### config.mk
export PLATFORM = sky130hd
export DESIGN_NAME = conv_sequencer
export DESIGN_NICKNAME = d
export VERILOG_FILES = /design/src/rtl/conv_pkg.sv /design/src/rtl/conv_index_gen.sv /design/src/rtl/conv_sequencer.sv
export SDC_FILE = /design/constraint.sdc
export NUM_CORES = 1
export LEC_CHECK = 0
export ABC_CLOCK_PERIOD_IN_PS = 3500
export CORE_ASPECT_RATIO = 1.4
export CORE_MARGIN = 4
export CORE_UTILIZATION = 45
export CTS_CLUSTER_DIAMETER = 80
export CTS_CLUSTER_SIZE = 30
export DETAILED_ROUTE_END_ITERATION = 10
export DONT_BUFFER_PORTS = 1
export MAX_ROUTING_LAYER = met4
export PLACE_DENSITY_LB_ADDON = 0.1
export SLEW_MARGIN = 25
export SYNTH_ARGS = -nofsm -noshare
export SYNTH_HDL_FRONTEND = slang
export SYNTH_SLANG_ARGS = --single-unit
### constraint.sdc
create_clock -name clk -period 3.5 [get_ports clk]
set_input_delay 0.7 -clock clk [delete_from_list [all_inputs] [get_ports clk]]
set_output_delay 0.7 -clock clk [all_outputs]
set_load 0.03 [all_outputs]
### src/rtl/conv_pkg.sv
// Shared types and sizing helpers for the convolution sequencer.
package conv_pkg;
    localparam int CONV_DW   = 8;
    localparam int CONV_ACCW = 18;

    typedef enum logic [2:0] {
        S_IDLE,
        S_SETUP,
        S_ISSUE,
        S_WAIT,
        S_ACC,
        S_EMIT,
        S_DONE
    } conv_state_t;

    // Index port width; a length-1 sequence still gets a 1-bit address.
    function automatic int idx_w(input int len);
        return (len <= 1) ? 1 : $clog2(len);
    endfunction
endpackage

### src/rtl/conv_index_gen.sv
// Range of valid k for output n, plus the h index n-k for the k being addressed.
module conv_index_gen import conv_pkg::*; #(
    parameter int N_X = 4,
    parameter int N_H = 4,
    parameter int XW  = idx_w(N_X),
    parameter int HW  = idx_w(N_H),
    parameter int YW  = idx_w(N_X + N_H - 1)
) (
    input  logic [YW-1:0] n,
    input  logic [XW-1:0] k,
    output logic [XW-1:0] k_lo,
    output logic [XW-1:0] k_hi,
    output logic [HW-1:0] h_idx
);
    localparam logic [YW-1:0] NH_M1 = YW'(N_H - 1);
    localparam logic [YW-1:0] NX_M1 = YW'(N_X - 1);

    logic [YW-1:0] lo_full;
    logic [YW-1:0] hi_full;
    logic [YW-1:0] h_full;

    // All arithmetic at output-index width; results always fit the narrower ports.
    always_comb begin
        lo_full = (n >= NH_M1) ? (n - NH_M1) : '0;
        hi_full = (n < NX_M1) ? n : NX_M1;
        h_full  = n - YW'(k);
        k_lo    = XW'(lo_full);
        k_hi    = XW'(hi_full);
        h_idx   = HW'(h_full);
    end
endmodule

### src/rtl/conv_sequencer.sv
// Linear convolution sequencer: walks each y[n]'s k range over one shared
// iterative multiplier, accumulates the products and emits y in index order.
module conv_sequencer import conv_pkg::*; #(
    parameter int  N_X  = 4,
    parameter int  N_H  = 4,
    parameter int  DW   = CONV_DW,
    parameter int  ACCW = CONV_ACCW,
    localparam int XW   = idx_w(N_X),
    localparam int HW   = idx_w(N_H),
    localparam int YW   = idx_w(N_X + N_H - 1)
) (
    input  logic            clk,
    input  logic            rst,
    input  logic            start,
    output logic [XW-1:0]   x_addr,
    output logic [HW-1:0]   h_addr,
    input  logic [DW-1:0]   x_data,
    input  logic [DW-1:0]   h_data,
    output logic            mul_start,
    output logic [DW-1:0]   mul_a,
    output logic [DW-1:0]   mul_b,
    input  logic            mul_done,
    input  logic [2*DW-1:0] mul_prod,
    output logic            y_valid,
    output logic [YW-1:0]   y_idx,
    output logic [ACCW-1:0] y_data,
    output logic            busy,
    output logic            done
);
    localparam logic [YW-1:0] N_LAST = YW'(N_X + N_H - 2);

    conv_state_t     state_q, state_d;
    logic [YW-1:0]   n_q, n_d;
    logic [XW-1:0]   k_q, k_d;
    logic [ACCW-1:0] acc_q, acc_d;
    logic [2*DW-1:0] prod_q, prod_d;
    logic            mul_start_q, mul_start_d;
    logic [DW-1:0]   mul_a_q, mul_a_d;
    logic [DW-1:0]   mul_b_q, mul_b_d;
    logic            y_valid_q, y_valid_d;
    logic [YW-1:0]   y_idx_q, y_idx_d;
    logic [ACCW-1:0] y_data_q, y_data_d;
    logic            busy_q, busy_d;
    logic            done_q, done_d;

    logic [XW-1:0]   k_lo, k_hi, k_addr;
    logic [ACCW-1:0] acc_sum;

    conv_index_gen #(
        .N_X (N_X),
        .N_H (N_H),
        .XW  (XW),
        .HW  (HW),
        .YW  (YW)
    ) u_index_gen (
        .n     (n_q),
        .k     (k_addr),
        .k_lo  (k_lo),
        .k_hi  (k_hi),
        .h_idx (h_addr)
    );

    // Address the term about to be issued one cycle early, so its operands are
    // latched together with mul_start and stay put for the whole multiply.
    always_comb begin
        k_addr = k_q;
        if (state_q == S_SETUP) begin
            k_addr = k_lo;
        end else if (state_q == S_ACC && k_q != k_hi) begin
            k_addr = k_q + XW'(1);
        end
    end

    assign x_addr  = k_addr;
    assign acc_sum = acc_q + ACCW'($signed(prod_q));

    always_comb begin
        state_d     = state_q;
        n_d         = n_q;
        k_d         = k_q;
        acc_d       = acc_q;
        prod_d      = prod_q;
        mul_start_d = 1'b0;
        mul_a_d     = mul_a_q;
        mul_b_d     = mul_b_q;
        y_valid_d   = 1'b0;
        y_idx_d     = y_idx_q;
        y_data_d    = y_data_q;
        busy_d      = busy_q;
        done_d      = 1'b0;
        case (state_q)
            S_IDLE: begin
                if (start) begin
                    n_d     = '0;
                    k_d     = '0;
                    busy_d  = 1'b1;
                    state_d = S_SETUP;
                end
            end
            S_SETUP: begin
                k_d         = k_lo;
                acc_d       = '0;
                mul_a_d     = x_data;
                mul_b_d     = h_data;
                mul_start_d = 1'b1;
                state_d     = S_ISSUE;
            end
            S_ISSUE: begin
                state_d = S_WAIT;
            end
            S_WAIT: begin
                if (mul_done) begin
                    prod_d  = mul_prod;
                    state_d = S_ACC;
                end
            end
            S_ACC: begin
                acc_d = acc_sum;
                if (k_q == k_hi) begin
                    y_valid_d = 1'b1;
                    y_idx_d   = n_q;
                    y_data_d  = acc_sum;
                    state_d   = S_EMIT;
                end else begin
                    k_d         = k_addr;
                    mul_a_d     = x_data;
                    mul_b_d     = h_data;
                    mul_start_d = 1'b1;
                    state_d     = S_ISSUE;
                end
            end
            S_EMIT: begin
                if (n_q == N_LAST) begin
                    busy_d  = 1'b0;
                    done_d  = 1'b1;
                    state_d = S_DONE;
                end else begin
                    n_d     = n_q + YW'(1);
                    state_d = S_SETUP;
                end
            end
            S_DONE: begin
                state_d = S_IDLE;
            end
            default: begin
                state_d = S_IDLE;
            end
        endcase
    end

    always_ff @(posedge clk or posedge rst) begin
        if (rst) begin
            state_q     <= S_IDLE;
            n_q         <= '0;
            k_q         <= '0;
            acc_q       <= '0;
            prod_q      <= '0;
            mul_start_q <= 1'b0;
            mul_a_q     <= '0;
            mul_b_q     <= '0;
            y_valid_q   <= 1'b0;
            y_idx_q     <= '0;
            y_data_q    <= '0;
            busy_q      <= 1'b0;
            done_q      <= 1'b0;
        end else begin
            state_q     <= state_d;
            n_q         <= n_d;
            k_q         <= k_d;
            acc_q       <= acc_d;
            prod_q      <= prod_d;
            mul_start_q <= mul_start_d;
            mul_a_q     <= mul_a_d;
            mul_b_q     <= mul_b_d;
            y_valid_q   <= y_valid_d;
            y_idx_q     <= y_idx_d;
            y_data_q    <= y_data_d;
            busy_q      <= busy_d;
            done_q      <= done_d;
        end
    end

    assign mul_start = mul_start_q;
    assign mul_a     = mul_a_q;
    assign mul_b     = mul_b_q;
    assign y_valid   = y_valid_q;
    assign y_idx     = y_idx_q;
    assign y_data    = y_data_q;
    assign busy      = busy_q;
    assign done      = done_q;
endmodule
==> results of run 1 <==
## how the worst max path moves through the flow
stage                       from        end  slack, ns  depth (start not counted)
after global routing      k_q[0]  h_addr[1]       0.05                         11
final                     k_q[0]  h_addr[1]       0.18                         11
after detailed placement  k_q[0]  h_addr[1]       0.46                         11
after global placement    k_q[0]  h_addr[1]       0.52                         11
after CTS                 k_q[0]  h_addr[1]       0.08                         11
after floorplan           k_q[0]  h_addr[1]       0.07                         10
## stage by stage
step / util / std cells / setup slack (ns) / power, uW
after global routing: 0.500 / 488 / 0.0468 / 5320
after detailed placement: 0.467 / 472 / 0.460 / 4040
after floorplan: - / 368 / 0.0744 / 3650
final: 0.500 / 488 / 0.181 / 4960
after CTS: 0.500 / 488 / 0.0801 / 5030
after global placement: 0.467 / 472 / 0.520 / 4000
## cell usage in the layout, fill, tap and decap left out, types with 5 or more instances in the layout
master / count
a21oi_1: 16
ha_1: 21
mux2_4: 9
mux2_2: 38
dfrtp_1: 80
xnor2_1: 15
nor2_1: 19
buf_4: 8
nand3_1: 7
inv_1: 11
clkbuf_16: 9
o21ai_0: 25
nor2b_1: 6
nor3_1: 5
nand2_1: 26
a21o_1: 5
a22o_1: 17
## timing repair
action,CTS,global route
endpoints found under the setup margin,0,1
hold buffers,0,0
gates resized for setup,0,3
## routing by layer
metal	vias up	track usage	wire, um
met5	-	-	0
met4	0	0.0603	122
met3	12	0.0550	480
met2	64	0.287	4490
met1	1386	0.186	3710
li1	1351	-	-
## kinds of logic after synthesis
group	after synthesis	synth area share
and+or+nand+nor	76	0.0862
buffers and inverters	27	0.0372
DFF	83	0.482
adders and majority gates	22	0.0656
AOI/OAI and AO/OA	93	0.154
muxes	48	0.133
xor gates and xnor gates	19	0.0421
## registers in the layout, summed over array words and instances, names as in the netlist, 2 cells and up
name     count
state_q      3
prod_q      16
k_q          2
acc_q       18
mul_b        8
y_data      18
mul_a        8
y_idx        3
n_q          3
## power groups by stage
stage	Sequential [uW]	Clock, uW	Combinational [uW]
floorplan	1960	0	1690
global placement	2120	0	1880
detailed placement	2130	0	1910
CTS	2110	992	1930
global route	2170	1040	2110
finish	2100	958	1900
## cell usage after synthesis (3+ instances only)
| cell | number |
|---|---|
| nand3_1 | 7 |
| mux2_2 | 38 |
| xnor2_1 | 15 |
| a22o_1 | 17 |
| buf_6 | 4 |
| inv_1 | 12 |
| nand2_1 | 26 |
| clkbuf_1 | 6 |
| o21ai_0 | 26 |
| nor2b_1 | 6 |
| nor3_1 | 5 |
| a21boi_0 | 3 |
| dfrtp_1 | 83 |
| xor2_1 | 3 |
| nor2_1 | 19 |
| mux2_4 | 9 |
| a21oi_1 | 16 |
| a21o_1 | 5 |
| ha_1 | 21 |
## final cells by class
cell class	count	share of cell area
flip-flops and latches	83	0.442
multi-input cells	258	0.440
clock buffers	9	0.0478
well taps	110	0.0292
clock inverters	7	0.0173
repair buffers	8	0.0128
inverters	13	0.0106
==> summary.txt, run 1 <==
Pwr
  – Comb power frac: 0.383
  – Part of the power in registers: 0.424
  – P_leak: 0.00214 uW
  – Power per cell area: 1050 nW/um^2
  – Net load switching power: 2120 uW
  – Int Pwr: 2840 uW
  – Clk pwr share: 0.193
  – Switching share of power: 0.427
  – Worst IR drop on VDD: 0.379 mV

Worst setup path
  – CP startpoint kind: flip-flop
  – CP max FO: 10
  – Critical-path cell list: nor3_2, a21o_1, a22o_2, a22o_4, nor2_1, xnor2_1, o21ai_1, ha_1, xnor2_1, xnor2_1, buf_4
  – WP data arrival: 2.62 ns
  – Worst Setup End Kind: output pin
  – Slowest stage delay, CP: 0.47 ns
  – Crit path buffers/inverters: 1
  – Most used cell, CP: xnor2_1
  – FF-to-FF setup slack: 1.15 ns
  – Reg-to-Reg End: y_data[16]
  – Crit path max-delay cell type: dfrtp_2
  – R2R cell count: 10
  – WP data required: 2.80 ns
  – Reg-to-Reg Start: acc_q[0]
  – Critical path class: reg2out
  – Crit path max-delay family: compound AO/OA/AOI/OAI gates

CTS
  – Later-pin clock latency in the skew report: 0.33 ns
  – H-tree Lvls: 3
  – CTS tree: done
  – Number of post-CTS setup repair buffers: 0
  – Root buffer cell: clkbuf_16
  – Maximum clock insertion buffer count: 2
  – TritonCTS sink count: 83
  – CTS clock-pin slew for the worst setup and hold paths: 0.06 ns
  – Total CTS buffers: 9

Logic synthesis
  – Ys async rst share: 1.00
  – Synthesized cell area: 4310 um^2
  – Mapped Avg Cell Area: 11.7 um^2
  – Cell variety after synth: 59
  – Mapped Nets: 426
  – Post-Syn Instances: 368
  – Top cell type's share of synthesized area: 0.482
  – Synth area leader: dfrtp_1
  – Most area-consuming cells after synthesis: dfrtp_1, mux2_2, ha_1, a22o_1, mux2_4
  – Post-synth top flop: dfrtp_1
  – Yosys reg bits: 83
  – Seq/Total Area, Yosys: 0.482
  – EDFF count, synth: 0
  – Synth Warn #: 0

Placed design
  – Dpl cell area: 4400 um^2
  – GPL Wtd Cong: 0.818
  – Buffers added on ports: 0
  – Hpwl dp: 6.33 mm

Routing
  – DR WL/cell: 18.0 um
  – Violation count after the first detailed-route iteration: 74
  – Final ANT Viol Nets: 0
  – Vias per inst: 5.76
  – Via Count: 2813
  – Drt pass-1 iters: 4
  – DRC: 0
  – Total wire length: 8.80 mm

Timing
  – Max Fclk: 301 MHz
  – Tightest Pin Transition: 0.650 ns
  – Final Hold Violating Endpoints: 0
  – Relative max-transition margin: 0.565
  – Worst clock skew: 0.00713 ns
  – Final min period: 3.32 ns
  – RSZ-0062 raised after global routing: no
  – Slew Limit Fails: 0
  – Final setup fails: 0
  – WHS: 0.164 ns
  – Setup TNS: 0 ns
  – Crit share post-route: 0.948

Run
  – Maxcap violations: 0

Floorplanning
  – Die area: 11200 um^2
  – Initial Util: 0.458
  – Die Height: 124 um
  – Die W: 90.7 um
  – Top Ports: 81
  – Rows: 42
  – Core area: 9410 um^2

Cells and area
  – Register area: 2080 um^2
  – Fraction of final layout cells sized beyond drive strength 1: 0.230
  – Filler cell count: 847
  – Post-Layout Inst Area: 4710 um^2
  – Ant diodes: 0
  – Area Growth Syn to Fin: 9.23%
  – # nets final: 431
  – Area of the multi-input gates: 2070 um^2

Global routing
  – Vias in the first global route: 2908
  – Largest net degree at the start of global routing: 37
  – Initial antenna violation count: 0
  – GRT overflow: 0
  – First-pass GRT wire length: 14.4 mm
  – Gr usage total: 0.168

Run status
  – Status: complete, no violations

Min path
  – HP Class: in2async
(Power assumes the default switching activity.)
==> run 2, diff against run 1 <==
CTS_BUF_LIST = sky130_fd_sc_hd__clkbuf_8   (was unset)
RECOVER_POWER = 25   (was unset)
==> summary.txt, run 2 (synthesis gave the netlist of run 1 again) <==
Worst setup path
  – Slowest stage delay, CP: 0.49 ns
  – CP max FO: 11
  – WP data required: 2.80 ns
  – WP data arrival: 2.64 ns
  – CP startpoint kind: flip-flop
  – Crit path max-delay family: compound AO/OA/AOI/OAI gates
  – Crit path buffers/inverters: 1
  – Critical-path cell list: nor3_2, a21o_1, a22o_2, a22o_4, nor2_1, xnor2_1, o21ai_1, ha_1, xnor2_1, xnor2_1, buf_4
  – Worst Setup End Kind: output pin
  – Crit path max-delay cell type: dfrtp_2
  – Most used cell, CP: xnor2_1
  – Critical path class: reg2out

Global routing
  – GR Layer Usage met2: 0.281
  – Vias in the first global route: 2878
  – GRT overflow: 0
  – First-pass GRT wire length: 14.3 mm
  – Largest net degree at the start of global routing: 37
  – GR peak layer: met2
  – Initial antenna violation count: 0
  – Met1 usage: 0.188
  – Gr usage total: 0.167
  – GR Util met3: 0.0544

Floorplanning
  – Rows: 42
  – Initial Util: 0.458
  – Die W: 90.7 um
  – Die Height: 124 um
  – Core area: 9410 um^2
  – Top Ports: 81
  – Die area: 11200 um^2

Timing
  – Setup TNS: 0 ns
  – Final min period: 3.34 ns
  – Slew Limit Fails: 73
  – Tightest Pin Transition: 1.92 ns
  – Max Fclk: 299 MHz
  – Crit share post-route: 0.954
  – Final setup fails: 0
  – Relative max-transition margin: -0.280
  – RSZ-0062 raised after global routing: no
  – Worst clock skew: 0.00858 ns
  – Final Hold Violating Endpoints: 0

Pwr
  – Clk pwr share: 0.150
  – Int Pwr: 2620 uW
  – Net load switching power: 2090 uW
  – Worst IR drop on VDD: 0.436 mV
  – Comb power frac: 0.405
  – Switching share of power: 0.444
  – Part of the power in registers: 0.445
  – P_leak: 0.00209 uW
  – Power per cell area: 1020 nW/um^2
  – Power Total: 4710 uW

Run
  – Maxcap violations: 2

Routing
  – Total wire length: 8.79 mm
  – Violation count after the first detailed-route iteration: 105
  – Final ANT Viol Nets: 0
  – Via Count: 2787
  – DRC: 0
  – Drt pass-1 iters: 4
  – DR WL/cell: 17.9 um
  – Vias per inst: 5.69

CTS
  – H-tree Lvls: 3
  – Later-pin clock latency in the skew report: 0.35 ns
  – CTS clock-pin slew for the worst setup and hold paths: 0.09 ns
  – Maximum clock insertion buffer count: 2
  – CTS tree: done
  – TritonCTS sink count: 83
  – Hold_buf cts: 0
  – Total CTS buffers: 9
  – Root buffer cell: clkbuf_8

Cells and area
  – Area Growth Syn to Fin: 7.06%
  – Fraction of final layout cells sized beyond drive strength 1: 0.229
  – Layout Cells excl Fill: 490
  – # nets final: 433
  – Filler cell count: 854
  – Commonest non-fill, non-tap cell in the layout: dfrtp_1
  – Commonest cells after routing, fill and taps aside: dfrtp_1, mux2_2, nand2_1, o21ai_0, ha_1
  – Ant diodes: 0

Run status
  – Failing checks: max-capacitance violations, max-slew violations
  – Status: finished, violations left

Placed design
  – GPL Wtd Cong: 0.818
  – Placed Cells: 472
  – Buffers added on ports: 0
  – Hpwl dp: 6.33 mm

Min path
  – HP Class: in2async
==> run 2: repair_timing <==
action,4_1_cts,5_1_grt
endpoints found under the setup margin,0,1
gates resized for setup,0,3
buffers inserted,0,2
==> run 2: power by group through the flow <==
| stage | clock [uW] | sequential (uW) | combinational, uW |
|---|---|---|---|
| floorplan | 0 | 1960 | 1690 |
| global placement | 0 | 2120 | 1880 |
| detailed placement | 0 | 2130 | 1910 |
| CTS | 737 | 2110 | 1920 |
| global route | 788 | 2160 | 2120 |
| finish | 706 | 2100 | 1910 |
==> run 2: worst paths after layout <==
path	start	to	slack (ns)	depth (start not counted)
worst max-delay path	n_q[2]	h_addr[1]	0.16	11
worst min-delay path	rst	mul_a[7]	0.28	1
worst max register to register	acc_q[0]	y_data[16]	1.14	10
worst min register to register	acc_q[9]	acc_q[9]	0.51	1
max in group asynchronous	rst	k_q[0]	0.93	2
min in group clk	mul_prod[15]	prod_q[15]	0.49	1
==> run 2: stage by stage <==
stage	instance area [um^2]	utilization	hold slack (ns)	worst slack (ns)
4_1_cts	4600	0.489	0.131	0.0412
3_5_place_dp	4400	0.467	0.496	0.460
6_report	4610	0.490	0.275	0.160
3_3_place_gp	4400	0.467	0.490	0.520
5_1_grt	4610	0.490	0.278	0.00545
2_1_floorplan	4310	-	0.456	0.0744
==> run 2: routing by layer <==
layer  vias up  wire length (um)
met5         -                 0
li1       1350                 -
met2        60              4480
met1      1369              3740
met3         8               446
met4         0               119
==> run 2: layout make-up <==
class	count	area (um^2)	share of cell area
Sequential cell	83	2080	0.451
Inverter	13	50.0	0.0108
Clock buffer	9	124	0.0269
Tap cell	110	138	0.0298
Clock inverter	7	81.3	0.0176
Timing Repair Buffer	10	67.6	0.0146
Multi-Input combinational cell	258	2070	0.449
==> run 3, diff against run 2 <==
ABC_AREA = 1   (was unset)
==> summary.txt, run 3 <==
Floorplanning
  – Initial Util: 0.465
  – Rows: 42
  – Top Ports: 81
  – Die Height: 126 um
  – Die W: 92.1 um
  – Core area: 9560 um^2
  – Die area: 11600 um^2

CTS
  – Total CTS buffers: 9
  – TritonCTS sink count: 83
  – CTS clock-pin slew for the worst setup and hold paths: 0.10 ns
  – Number of post-CTS setup repair buffers: 0
  – CTS tree: done
  – Hold_buf cts: 0
  – CTS resizes: 0
  – Later-pin clock latency in the skew report: 0.37 ns
  – Root buffer cell: clkbuf_8
  – Maximum clock insertion buffer count: 2
  – H-tree Lvls: 3

Timing
  – Tightest Pin Transition: 2.02 ns
  – Final setup fails: 0
  – Crit share post-route: 0.923
  – Relative max-transition margin: -0.344
  – Final min period: 3.23 ns
  – Final Hold Violating Endpoints: 0
  – Worst clock skew: 0.0146 ns
  – Slew Limit Fails: 69
  – Max Fclk: 310 MHz
  – RSZ-0062 raised after global routing: no
  – Setup TNS: 0 ns

Pwr
  – Power per cell area: 953 nW/um^2
  – Part of the power in registers: 0.436
  – Switching share of power: 0.470
  – Power Total: 4570 uW
  – Comb power frac: 0.373
  – Net load switching power: 2140 uW
  – Int Pwr: 2420 uW
  – P_leak: 0.00259 uW
  – Clk pwr share: 0.191
  – Worst IR drop on VDD: 0.562 mV

Logic synthesis
  – Count leader, synth: nand2_1
  – Yosys reg bits: 83
  – Synth area leader: dfrtp_1
  – Synth Warn #: 0
  – Synth cell count leaders: nand2_1, dfrtp_1, inv_1
  – EDFF count, synth: 0
  – Ys async rst share: 1.00
  – Post-synth top flop: dfrtp_1
  – Synthesized cell area: 4450 um^2
  – Top cell type's share of synthesized area: 0.467
  – Post-Syn Instances: 539
  – Seq/Total Area, Yosys: 0.467
  – Cell variety after synth: 38
  – Most area-consuming cells after synthesis: dfrtp_1, nand2_1, ha_1, nand3_1, inv_1
  – Mapped Avg Cell Area: 8.26 um^2
  – Mapped Nets: 597

Routing
  – Total wire length: 10.1 mm
  – DR WL/cell: 14.9 um
  – Final ANT Viol Nets: 0
  – Violation count after the first detailed-route iteration: 135
  – Drt pass-1 iters: 5
  – Vias per inst: 5.04
  – DRC: 0
  – Via Count: 3429

Global routing
  – Largest net degree at the start of global routing: 37
  – GRT overflow: 0
  – Vias in the first global route: 3561
  – Initial antenna violation count: 0
  – Gr usage total: 0.193
  – First-pass GRT wire length: 17.3 mm

Worst setup path
  – WP data arrival: 2.53 ns
  – CP max FO: 20
  – WP data required: 2.80 ns
  – Critical path class: reg2out
  – CP startpoint kind: flip-flop
  – Worst Setup End Kind: output pin

Placed design
  – Hpwl dp: 7.69 mm
  – GPL Wtd Cong: 0.846
  – Buffers added on ports: 0

Cells and area
  – Commonest non-fill, non-tap cell in the layout: nand2_1
  – Final core utilization: 0.501
  – Area Growth Syn to Fin: 7.68%
  – Fraction of final layout cells sized beyond drive strength 1: 0.0949
  – # nets final: 601
  – Commonest cells after routing, fill and taps aside: nand2_1, dfrtp_1, inv_1, nand3_1, nor2_1
  – Filler cell count: 987
  – Ant diodes: 0

Run status
  – Failing checks: max-capacitance violations, max-slew violations
  – Status: finished, violations left

Min path
  – HP Class: in2async

Run
  – Maxcap violations: 2
## run 3: cell count changes in the layout (fill, tap and decap cells not counted), sizes merged, moves of 7 or more
| cell | before | now |
|---|---|---|
| a22o | 20 | 2 |
| buf | 8 | 1 |
| inv | 15 | 55 |
| mux2 | 47 | 15 |
| nand2 | 27 | 218 |
| nand3 | 7 | 44 |
| o21ai | 27 | 18 |
| xnor2 | 15 | 5 |
## run 3: cells by family (layout without fill, tap and decap cells)
family | Yosys count | in the layout | share of synthesized area
and+or+nand+nor | 298 | 298 | 0.282
DFF | 83 | 83 | 0.467
buffers and inverters | 64 | 73 | 0.0680
AOI/OAI and AO/OA | 47 | 47 | 0.0585
adders and majority gates | 22 | 22 | 0.0635
muxes | 15 | 15 | 0.0380
xor gates and xnor gates | 10 | 10 | 0.0231
## run 3: worst paths after layout
| check | start | to | slack, ns | cells after the start |
|---|---|---|---|---|
| worst max register to register | prod_q[0] | y_data[10] | 1.32 | 11 |
| worst max-delay path | state_q[2] | h_addr[1] | 0.27 | 12 |
| min in group clk | x_data[4] | mul_a[4] | 0.43 | 2 |
| worst min register to register | acc_q[6] | acc_q[6] | 0.50 | 2 |
| worst min-delay path | rst | mul_a[4] | 0.31 | 1 |
| max in group asynchronous | rst | acc_q[11] | 0.87 | 2 |
## run 3: area by class of cell
class	count	area, um^2	share of cell area
clock buffers	9	124	0.0258
flip-flops and latches	83	2080	0.433
clock inverters	7	128	0.0266
multi-input cells	392	2070	0.432
inverters	54	213	0.0444
well taps	132	165	0.0345
repair buffers	3	15.0	0.00313
## run 3: metrics by stage
| step | worst slack [ns] | instances | area [um^2] | hold slack [ns] |
|---|---|---|---|---|
| 3_3_place_gp | 0.765 | 664 | 4550 | 0.468 |
| 6_report | 0.270 | 680 | 4790 | 0.311 |
| 4_1_cts | 0.256 | 680 | 4800 | 0.141 |
| 3_5_place_dp | 0.685 | 664 | 4550 | 0.474 |
| 2_1_floorplan | 0.663 | 539 | 4450 | 0.455 |
| 5_1_grt | 0.0124 | 680 | 4790 | 0.344 |
## run 3: layer usage
| layer | GRT usage | vias to the layer above | part of all wire |
|---|---|---|---|
| li1 | - | 1736 | - |
| met3 | 0.0388 | 20 | 0.044 |
| met2 | 0.318 | 83 | 0.48 |
| met5 | - | - | 0 |
| met4 | 0.0831 | 0 | 0.027 |
| met1 | 0.229 | 1590 | 0.45 |
## run 3: worst max-delay path, stage by stage, from the launching register on
cell and delay, ns:
dfrtp_1 0.43, inv_2 0.10, nor2_4 0.04, nand2_2 0.11, clkinv_2 0.33, nand2_4 0.22
nand2_1 0.07, nand3_1 0.07, nand2_1 0.07, ha_1 0.20, xor2_1 0.18, nand3_1 0.10
nand2_1 0.24
## run 3: power groups by stage
stage | combinational (uW) | clock (uW) | sequential [uW]
2_1_floorplan | 1430 | 0 | 1940
3_3_place_gp | 1690 | 0 | 2010
3_5_place_dp | 1720 | 0 | 2020
4_1_cts | 1730 | 891 | 2000
5_1_grt | 1980 | 931 | 2040
6_report | 1700 | 874 | 1990
